$ cat src/rtl/regfile_scoreboard.sv
// regfile_scoreboard: architectural register file with a load scoreboard.
//
// Reads are combinational. Results are written back from two sources:
//   - the ALU, which writes immediately;
//   - loads, which return from memory in issue order.
// Each register has a pending-load counter. An in-order FIFO of load
// destination registers routes each returning response to its register.
//
// Ports:
//   clock, reset        rising-edge clock, synchronous active-high reset
//   rd_addr / rd_data   NRD packed read ports; port i uses slice [i*W +: W]
//   rd_busy             per read port: the addressed register has a load pending
//   alu_we/waddr/wdata  ALU write-back
//   ld_issue, ld_rd     load issue request and its destination register
//   ld_issue_ready      a load can be accepted this cycle
//   ld_resp_valid/data  load response, returned in issue order
//   ld_outstanding      number of loads in flight
//   resp_err            sticky: a response arrived with nothing outstanding
//
// Build option REGFILE_BYPASS_EN:
//   Defined:   the write landing this cycle is forwarded to rd_data, with
//              a load response taking priority over an ALU write.
//              rd_busy drops in the same cycle as the last response for
//              that register.
//   Undefined: reads show registered state only.

module regfile_scoreboard #(
  parameter int XLEN   = 32,
  parameter int NREGS  = 32,
  parameter int NRD    = 2,
  parameter int MAX_LD = 4,
  localparam int AW    = $clog2(NREGS),
  localparam int CW    = $clog2(MAX_LD) + 1
) (
  input  logic                clock,
  input  logic                reset,
  input  logic [NRD*AW-1:0]   rd_addr,
  output logic [NRD*XLEN-1:0] rd_data,
  output logic [NRD-1:0]      rd_busy,
  input  logic                alu_we,
  input  logic [AW-1:0]       alu_waddr,
  input  logic [XLEN-1:0]     alu_wdata,
  input  logic                ld_issue,
  input  logic [AW-1:0]       ld_rd,
  output logic                ld_issue_ready,
  input  logic                ld_resp_valid,
  input  logic [XLEN-1:0]     ld_resp_data,
  output logic [CW-1:0]       ld_outstanding,
  output logic                resp_err
);

  localparam int PW = $clog2(MAX_LD);
  localparam logic [CW-1:0] MAX_CNT = CW'(MAX_LD);

  logic [XLEN-1:0] regs_q [NREGS];
  logic [XLEN-1:0] regs_d [NREGS];
  logic [CW-1:0]   pend_q [NREGS];
  logic [CW-1:0]   pend_d [NREGS];
  logic [AW-1:0]   fifo_q [MAX_LD];
  logic [AW-1:0]   fifo_d [MAX_LD];
  logic [PW-1:0]   wptr_q, wptr_d;
  logic [PW-1:0]   rptr_q, rptr_d;
  logic [CW-1:0]   cnt_q, cnt_d;
  logic            err_q, err_d;

  logic            issue_acc;
  logic            resp_acc;
  logic [AW-1:0]   head;

  // Readiness depends only on registered occupancy. A response arriving in
  // the same cycle does not free a slot until the next cycle.
  always_comb begin
    issue_acc = ld_issue && (cnt_q < MAX_CNT);
    resp_acc  = ld_resp_valid && (cnt_q != '0);
    head      = fifo_q[rptr_q];
  end

  // Register write-back: the load response is applied last, so it wins over
  // an ALU write to the same register in the same cycle.
  always_comb begin
    for (int r = 0; r < NREGS; r++) regs_d[r] = regs_q[r];
    if (alu_we) regs_d[alu_waddr] = alu_wdata;
    if (resp_acc) regs_d[head] = ld_resp_data;
    regs_d[0] = '0;
  end

  // Pending counters. An issue and a response to the same register in the
  // same cycle cancel out. Register 0 never counts as pending.
  always_comb begin
    for (int r = 0; r < NREGS; r++) begin
      pend_d[r] = pend_q[r];
      if (r != 0) begin
        if (issue_acc && (ld_rd == AW'(r))) pend_d[r] = pend_d[r] + CW'(1);
        if (resp_acc && (head == AW'(r)))   pend_d[r] = pend_d[r] - CW'(1);
      end
    end
  end

  // Destination FIFO and occupancy.
  always_comb begin
    for (int i = 0; i < MAX_LD; i++) fifo_d[i] = fifo_q[i];
    wptr_d = wptr_q;
    rptr_d = rptr_q;
    cnt_d  = cnt_q;
    if (issue_acc) begin
      fifo_d[wptr_q] = ld_rd;
      wptr_d         = wptr_q + PW'(1);
    end
    if (resp_acc) rptr_d = rptr_q + PW'(1);
    case ({issue_acc, resp_acc})
      2'b10:   cnt_d = cnt_q + CW'(1);
      2'b01:   cnt_d = cnt_q - CW'(1);
      default: cnt_d = cnt_q;
    endcase
    err_d = err_q | (ld_resp_valid && (cnt_q == '0));
  end

  always_ff @(posedge clock) begin
    if (reset) begin
      for (int r = 0; r < NREGS; r++) begin
        regs_q[r] <= '0;
        pend_q[r] <= '0;
      end
      for (int i = 0; i < MAX_LD; i++) fifo_q[i] <= '0;
      wptr_q <= '0;
      rptr_q <= '0;
      cnt_q  <= '0;
      err_q  <= 1'b0;
    end else begin
      regs_q <= regs_d;
      pend_q <= pend_d;
      fifo_q <= fifo_d;
      wptr_q <= wptr_d;
      rptr_q <= rptr_d;
      cnt_q  <= cnt_d;
      err_q  <= err_d;
    end
  end

  always_comb begin
    rd_data = '0;
    rd_busy = '0;
    for (int p = 0; p < NRD; p++) begin
`ifdef REGFILE_BYPASS_EN
      // regs_d already holds this cycle's write. Busy is dropped when the
      // last pending response lands, but is kept if a new load to the same
      // register is issued in that cycle.
      rd_data[p*XLEN +: XLEN] = regs_d[rd_addr[p*AW +: AW]];
      rd_busy[p] = (pend_q[rd_addr[p*AW +: AW]] != '0) &&
                   (pend_d[rd_addr[p*AW +: AW]] != '0);
`else
      rd_data[p*XLEN +: XLEN] = regs_q[rd_addr[p*AW +: AW]];
      rd_busy[p] = (pend_q[rd_addr[p*AW +: AW]] != '0);
`endif
    end
  end

  assign ld_issue_ready = (cnt_q < MAX_CNT);
  assign ld_outstanding = cnt_q;
  assign resp_err       = err_q;

endmodule

$ cat config.mk
export PLATFORM = sky130hd
export DESIGN_NAME = regfile_scoreboard
export DESIGN_NICKNAME = d
export VERILOG_FILES = /design/src/rtl/regfile_scoreboard.sv
export SDC_FILE = /design/constraint.sdc
export NUM_CORES = 2
export LEC_CHECK = 0
export BUFFER_PORTS_ARGS = -buffer_cell sky130_fd_sc_hd__buf_4
export CAP_MARGIN = 20
export CORE_UTILIZATION = 50
export DETAILED_ROUTE_END_ITERATION = 10
export HOLD_SLACK_MARGIN = 0.03
export PLACE_DENSITY_LB_ADDON = 0.1
export SLEW_MARGIN = 40
export SYNTH_ARGS = -nofsm -noshare
export SYNTH_HDL_FRONTEND = slang
export SYNTH_SLANG_ARGS = --single-unit
$ cat constraint.sdc
create_clock -name clock -period 2.5 [get_ports clock]
set_clock_uncertainty 0.15 [all_clocks]
set_input_delay 0.125 -clock clock [delete_from_list [all_inputs] [get_ports clock]]
set_output_delay 0.125 -clock clock [all_outputs]
set_load 0.01 [all_outputs]
After elaboration in Yosys (flattened, before gate mapping)
Index checks and enable logic that the tools add are counted.
{"block": "totals", "ff_bits": 1145, "input_bits": 89, "output_inout_bits": 71, "wordCells": 380}
{"block": "classes", "n_addsub": 66, "magnitude_cmp": 10, "n_eq_ne": 64, "mux": 89, "n_bitwise": 7, "n_reduce_logical": 73}
{"operator": "bitwise mux 1024 bit", "count": 2}
{"operator": "two-way mux 1024 bit", "count": 1}
{"operator": "two-way mux 992 bit", "count": 1}
{"operator": "binary-select mux 32 bit (select 5 bit)", "count": 2}
{"operator": "demux 32 bit (select 5 bit)", "count": 2}
{"operator": "two-way mux 3 bit", "count": 66}
{"operator": "two-way mux 32 bit", "count": 6}
{"operator": "equality test 5 bit, second input constant", "count": 32}
{"operator": "adder 3 x 1 -> 3 bit, second input constant", "count": 32}
{"operator": "subtractor 3 x 1 -> 3 bit, second input constant", "count": 32}
{"operator": "equality test 5 x 4 -> 1 bit, second input constant", "count": 16}
{"operator": "logical AND 1 bit", "count": 68}
{"operator": "equality test 5 x 3 -> 1 bit, second input constant", "count": 8}
{"operator": "binary-select mux 3 bit (select 5 bit)", "count": 2}
{"operator": ">= comparator 6 bit, second input constant", "count": 4}
{"operator": "inverter 5 -> 6 bit", "count": 4}
{"operator": "bitwise mux 20 bit", "count": 1}
{"operator": "equality test 5 x 2 -> 1 bit, second input constant", "count": 4}
{"operator": "two-way mux 5 bit", "count": 3}
{"operator": "less-than comparator 6 x 1 -> 1 bit, second input constant", "count": 2}
{"operator": "binary-select mux 5 bit (select 2 bit)", "count": 1}
{"operator": "demux 5 bit (select 2 bit)", "count": 1}
{"operator": "equality test 5 x 1 -> 1 bit, second input constant", "count": 2}
{"operator": "nonzero test 3 bit", "count": 3}
{"operator": "11 further kinds", "count": 14}

Depth between registers and ports, before layout
{"block": "logic_depth", "ltp_word": 11, "mapped_depth": 10, "mapped_depth_nobuf": 8}

Worst setup path before layout
OpenSTA, ideal clock, no wires.
{"block": "synth_path", "path_type": "input-to-output", "startpoint": "input port rd_addr[5]", "endpoint": "output port rd_data[47]", "t_arrival_ns": 2.205, "required_time_ns": 2.225, "setup_slack_ns": 0.020, "path_stages": 5, "cell_sequence": "clkbuf_1 -> buf_1 -> mux4_2 -> mux4_2 -> mux2_2"}
{"block": "synth_via", "elab_chain_cells": 4}
{"element": "start, declared", "line_no": "37", "rtl": "input logic [NRD*AW-1:0] rd_addr,"}
{"element": "inverter 5 -> 6 bit (implied by the code)", "line_no": "152", "rtl": "rd_data[p*XLEN +: XLEN] = regs_q[rd_addr[p*AW +: AW]];"}
{"element": "binary-select mux 32 bit (select 5 bit)", "line_no": "152"}
{"element": "two-way mux 32 bit (implied by the code) (2 in a row)", "line_no": "152"}
{"element": "end, declared", "line_no": "38", "rtl": "output logic [NRD*XLEN-1:0] rd_data,"}
No other way between the ends. The select of a mux whose other input is x is not followed.

Final worst setup path
{"block": "layout_path", "startpoint": "register regs_q[159] (netlist name)", "endpoint": "output port rd_data[63]"}
{"block": "layout_via", "elab_chain_cells": 3}
{"element": "start, declared", "line_no": "55", "rtl": "logic [XLEN-1:0] regs_q [NREGS];"}
{"element": "start signal, assigned", "line_no": "130", "rtl": "regs_q <= regs_d;"}
{"element": "binary-select mux 32 bit (select 5 bit)", "line_no": "152"}
{"element": "two-way mux 32 bit (implied by the code) (2 in a row)", "line_no": "152"}
No other way between the ends. The select of a mux whose other input is x is not followed.

==> summary.txt <==
Clocking
  • Number of H-tree levels: 4
  • Clk buf depth: 3
  • Post-CTS clock slew at the launch and capture registers of the worst setup and hold paths: 0.06 ns
  • Skew-Pair Late Insertion Delay: 0.78 ns
  • Root Driver: sky130_fd_sc_hd__clkbuf_16
  • Num Clock Sinks: 1,113
  • Cts bufs inserted: 134
  • Clock tree from TritonCTS: done

Final layout
  • Final Cell Area: 84,470 sq um
  • Layout overhead on the synthesized area: 25.11%
  • Non-Filler Instances: 8,703
  • Fraction of final layout cells with drive strength greater than 1: 0.3064
  • Total Nets Final: 6,984
  • Share of the core filled with cells: 0.6314

Yosys
  • Synth Area in Simple Gates: 0.1093
  • Dominant synthesized flop cell: sky130_fd_sc_hd__dfxtp_1
  • Post-synthesis mux area share: 0.3494
  • Leading post-synthesis cells by cell area: sky130_fd_sc_hd__dfxtp_1 (33%), sky130_fd_sc_hd__mux4_2 (20%), sky130_fd_sc_hd__mux2i_1 (14%), sky130_fd_sc_hd__a211oi_1 (9.7%), sky130_fd_sc_hd__nor2_1 (6.8%)
  • Area share of the largest cell type after synthesis: 0.3300
  • Flops & latches, synth: 1,113
  • Synthesized Nets: 6,889
  • Cell taking the most area after synthesis: sky130_fd_sc_hd__dfxtp_1
  • Count of different cell masters after synthesis: 56
  • Average instance area after synthesis: 10.03 sq um
  • Most used standard cells in the synthesized netlist: sky130_fd_sc_hd__nor2_1 (1,227), sky130_fd_sc_hd__dfxtp_1 (1,113), sky130_fd_sc_hd__mux2i_1 (962)
  • Number of standard cells after synthesis: 6,732
  • Fraction of registers with async set or reset after synthesis: 0
  • Post-synthesis adder-cell area fraction: 0.01271
  • Post-synthesis compound-gate area fraction: 0.1270
  • Synth warnings: 0
  • Main combinational cell family by area after synthesis: multiplexers
  • Leading cell type by number of instances after synthesis: sky130_fd_sc_hd__nor2_1
  • EDFF count, synth: 0
  • Post-synthesis sequential area ratio: 0.3300
  • Area share of xor/xnor cells in the synthesized design: 0.01673
  • Cell area after technology mapping: 67,510 sq um

STA
  • Final Cycle Share: 1.183
  • Normalized max-slew margin: 0.4268
  • Setup TNS after final layout: -44.13 ns
  • Final slew viol count: 0
  • Setup violators final: 523
  • Clock period minus final worst setup slack: 2.958 ns
  • Final count of hold timing violations: 0
  • Max Fclk: 338.0 MHz
  • Worst slew pin tran: 0.8599 ns
  • Worst-case setup margin in the final layout: -0.4582 ns
  • Unrepaired setup endpoints after global routing: true

GRT
  • Pin count of the biggest net entering global routing: 93
  • Total GRT Usage: 0.3818
  • Aggregate global routing overflow: 0
  • Global-route wire length before repair: 387,500 um
  • Antenna violations before repair: 9
  • Via count of the first global-routing pass: 55,790

Critical path
  • Required arrival time at the worst endpoint: 2.23 ns
  • Kind of capture point of the worst setup path: primary output
  • Setup slack, reg-to-reg: -0.21 ns
  • Largest stage delay on the critical path: 0.57 ns
  • Worst Path Class, Setup: reg -> out
  • Cell at the slowest stage of the critical path: sky130_fd_sc_hd__mux4_2
  • R2R depth: 10
  • Max FO, Critical Path: 2
  • Top cell by count, worst path: sky130_fd_sc_hd__mux4_2
  • Endpoint of the lowest-slack register-to-register path: regs_q[466]
  • Startpoint kind of the worst setup timing path: flop
  • Startpoint of the worst-slack reg-to-reg timing path: rptr_q[0]
  • Critical Path Sink: rd_data[63]
  • Critical path data arrival time: 2.68 ns
  • Cell Chain, Critical Path: mux4_2 -> mux4_2 -> mux2_4 -> buf_6
  • Start point of the critical path: regs_q[159]

Placed design
  • Placement Setup Slack: -0.1939 ns
  • DP HPWL: 167,600 um
  • Inst Count DP: 8,196
  • Number of input and output port buffers inserted: 159
  • Final weighted congestion in routability-driven placement: 0.9143
  • Cell Area, Placed: 73,490 sq um

Pwr
  • Worst supply voltage drop on vdd: 0.0005323 V
  • Power density cells: 544.1 nW/um^2
  • Leakage Power: 31.54 nW

Routing
  • Post-DR wirelength/cell: 35.23 um
  • Avg Vias per Cell: 7.163
  • Total wire length: 306,600 um
  • Post-route ant nets: 0
  • Routed vias: 62,340
  • Number of DRC violations after detailed routing: 14
  • Number of design-rule violations left by the first detailed-router iteration: 9,896
  • Router iterations before antenna repair: 11

Floorplanning
  • Initial Utilization: 0.5046
  • Die outline area: 136,500 sq um
  • Vertical die dimension: 369.5 um
  • Area of the core: 133,800 sq um
  • Placement row count: 134
  • Die extent in x: 369.5 um
  • Boundary Pins: 160

Run status
  • Status: finished with violations
  • Violated checks: design-rule violations, negative setup slack

Min path
  • Hold WC Path Type: in -> reg
  • Critical hold path startpoint: ld_rd[4]

Job
  • Maxcap violations: 0
==> report_power, final <==
| group | total (mW) | switching (mW) | internal, mW | leakage [nW] |
|---|---|---|---|---|
| Combinational | 7.21 | 4.24 | 2.97 | 20.3 |
| Sequential | 18.6 | 0.417 | 18.2 | 9.05 |
| Clock | 20.1 | 8.40 | 11.7 | 2.16 |
| Total | 46.0 | 13.1 | 32.9 | 31.5 |
==> timing repair <==
action	CTS	global route
hold endpoints to repair	1109	30
pin swaps	40	84
endpoints found under the setup margin	630	514
cloned	2	91
buffers inserted	17	71
resized for setup	309	462
hold buffers	84	3
==> worst min-delay path by stage <==
stage	cells past startpoint	slack, ns	end
2_1_floorplan	2	0.12	fifo_q[0]
3_3_place_gp	3	0.29	fifo_q[14]
3_5_place_dp	3	0.30	fifo_q[5]
4_1_cts	6	0.03	regs_q[458]
5_1_grt	4	0.06	fifo_q[19]
6_report	4	0.06	fifo_q[19]
==> layout by cell type, fill, tap and decap left out, types with 19 or more instances in the layout <==
cell,netlist,layout
sky130_fd_sc_hd__nand4_1,32,32
sky130_fd_sc_hd__a311oi_1,129,79
sky130_fd_sc_hd__nor2_1,1227,1031
sky130_fd_sc_hd__dlygate4sd3_1,0,85
sky130_fd_sc_hd__o21ai_0,39,39
sky130_fd_sc_hd__a211oi_1,870,793
sky130_fd_sc_hd__clkbuf_16,0,202
sky130_fd_sc_hd__nand2_8,0,26
sky130_fd_sc_hd__buf_16,0,21
sky130_fd_sc_hd__ha_1,67,67
sky130_fd_sc_hd__nand2_1,234,188
sky130_fd_sc_hd__mux4_2,588,588
sky130_fd_sc_hd__xnor2_1,79,78
sky130_fd_sc_hd__xor2_1,50,50
sky130_fd_sc_hd__nor2_4,0,110
sky130_fd_sc_hd__clkbuf_8,0,26
sky130_fd_sc_hd__buf_6,3,97
sky130_fd_sc_hd__clkbuf_1,547,32
sky130_fd_sc_hd__mux2_1,19,19
sky130_fd_sc_hd__mux2_4,0,32
sky130_fd_sc_hd__buf_12,0,225
sky130_fd_sc_hd__dfxtp_1,1113,979
sky130_fd_sc_hd__nor2_2,3,89
sky130_fd_sc_hd__o2bb2ai_1,32,32
sky130_fd_sc_hd__clkinv_2,0,19
sky130_fd_sc_hd__dfxtp_2,0,133
sky130_fd_sc_hd__mux2i_1,962,962
sky130_fd_sc_hd__a21oi_1,34,34
sky130_fd_sc_hd__a311oi_2,0,50
sky130_fd_sc_hd__buf_4,26,319
sky130_fd_sc_hd__nand3_1,200,199
sky130_fd_sc_hd__a211oi_2,0,75
sky130_fd_sc_hd__nand2_4,0,22
==> area by class of cell <==
type                       count  area [sq um]
tap                         1768          2212
clock buffer                 197          3968
inverter                      13         48.80
multi-input combinational   4741         44150
sequential                  1113         22450
antenna                        9         22.52
clock inverter                38         429.2
timing repair buffer         824         11190
fill                       10530         49320
==> cell families (layout without fill, tap and decap cells) <==
group,count (synthesis),count (layout)
AO/OA/AOI/OAI,1134,1134
XOR/XNOR,129,129
adder cells (fa/ha/maj),68,68
buffers and inverters,884,1072
flip-flops,1113,1113
multiplexers,1614,1614
other,0,9
AND/OR/NAND/NOR,1790,1796
==> flip-flops by register name, summed over array words and instances (netlist names) <==
signal and cells:
ld_outstanding 3, rptr_q 2, regs_q 992, resp_err 1, wptr_q 2, pend_q 93, fifo_q 20
==> metrics by stage <==
stage | hold slack [ns] | power, mW
finish | 0.05693 | 45.96
global route | 0.06009 | 46.96
CTS | 0.03247 | 45.11
detailed placement | 0.2962 | 25.09
global placement | 0.2899 | 25.01
floorplan | 0.1225 | 22.45
==> worst max-delay path, delay by kind of cell (launching register included) <==
kind / cells / cell delay (ns)
buffers and inverters: 1 / 0.15
flip-flops: 1 / 0.33
multiplexers: 3 / 1.41
==> per-layer routing <==
layer  wire length, um  global-route usage  vias up
met3             43190             0.09556      990
li1                  -                   -    25540
met1            115800              0.5368    31030
met5               386                   0        -
met4             18750              0.1502       16
met2            128500              0.5604     4767
Note: power is estimated with default switching activity, not from simulation.
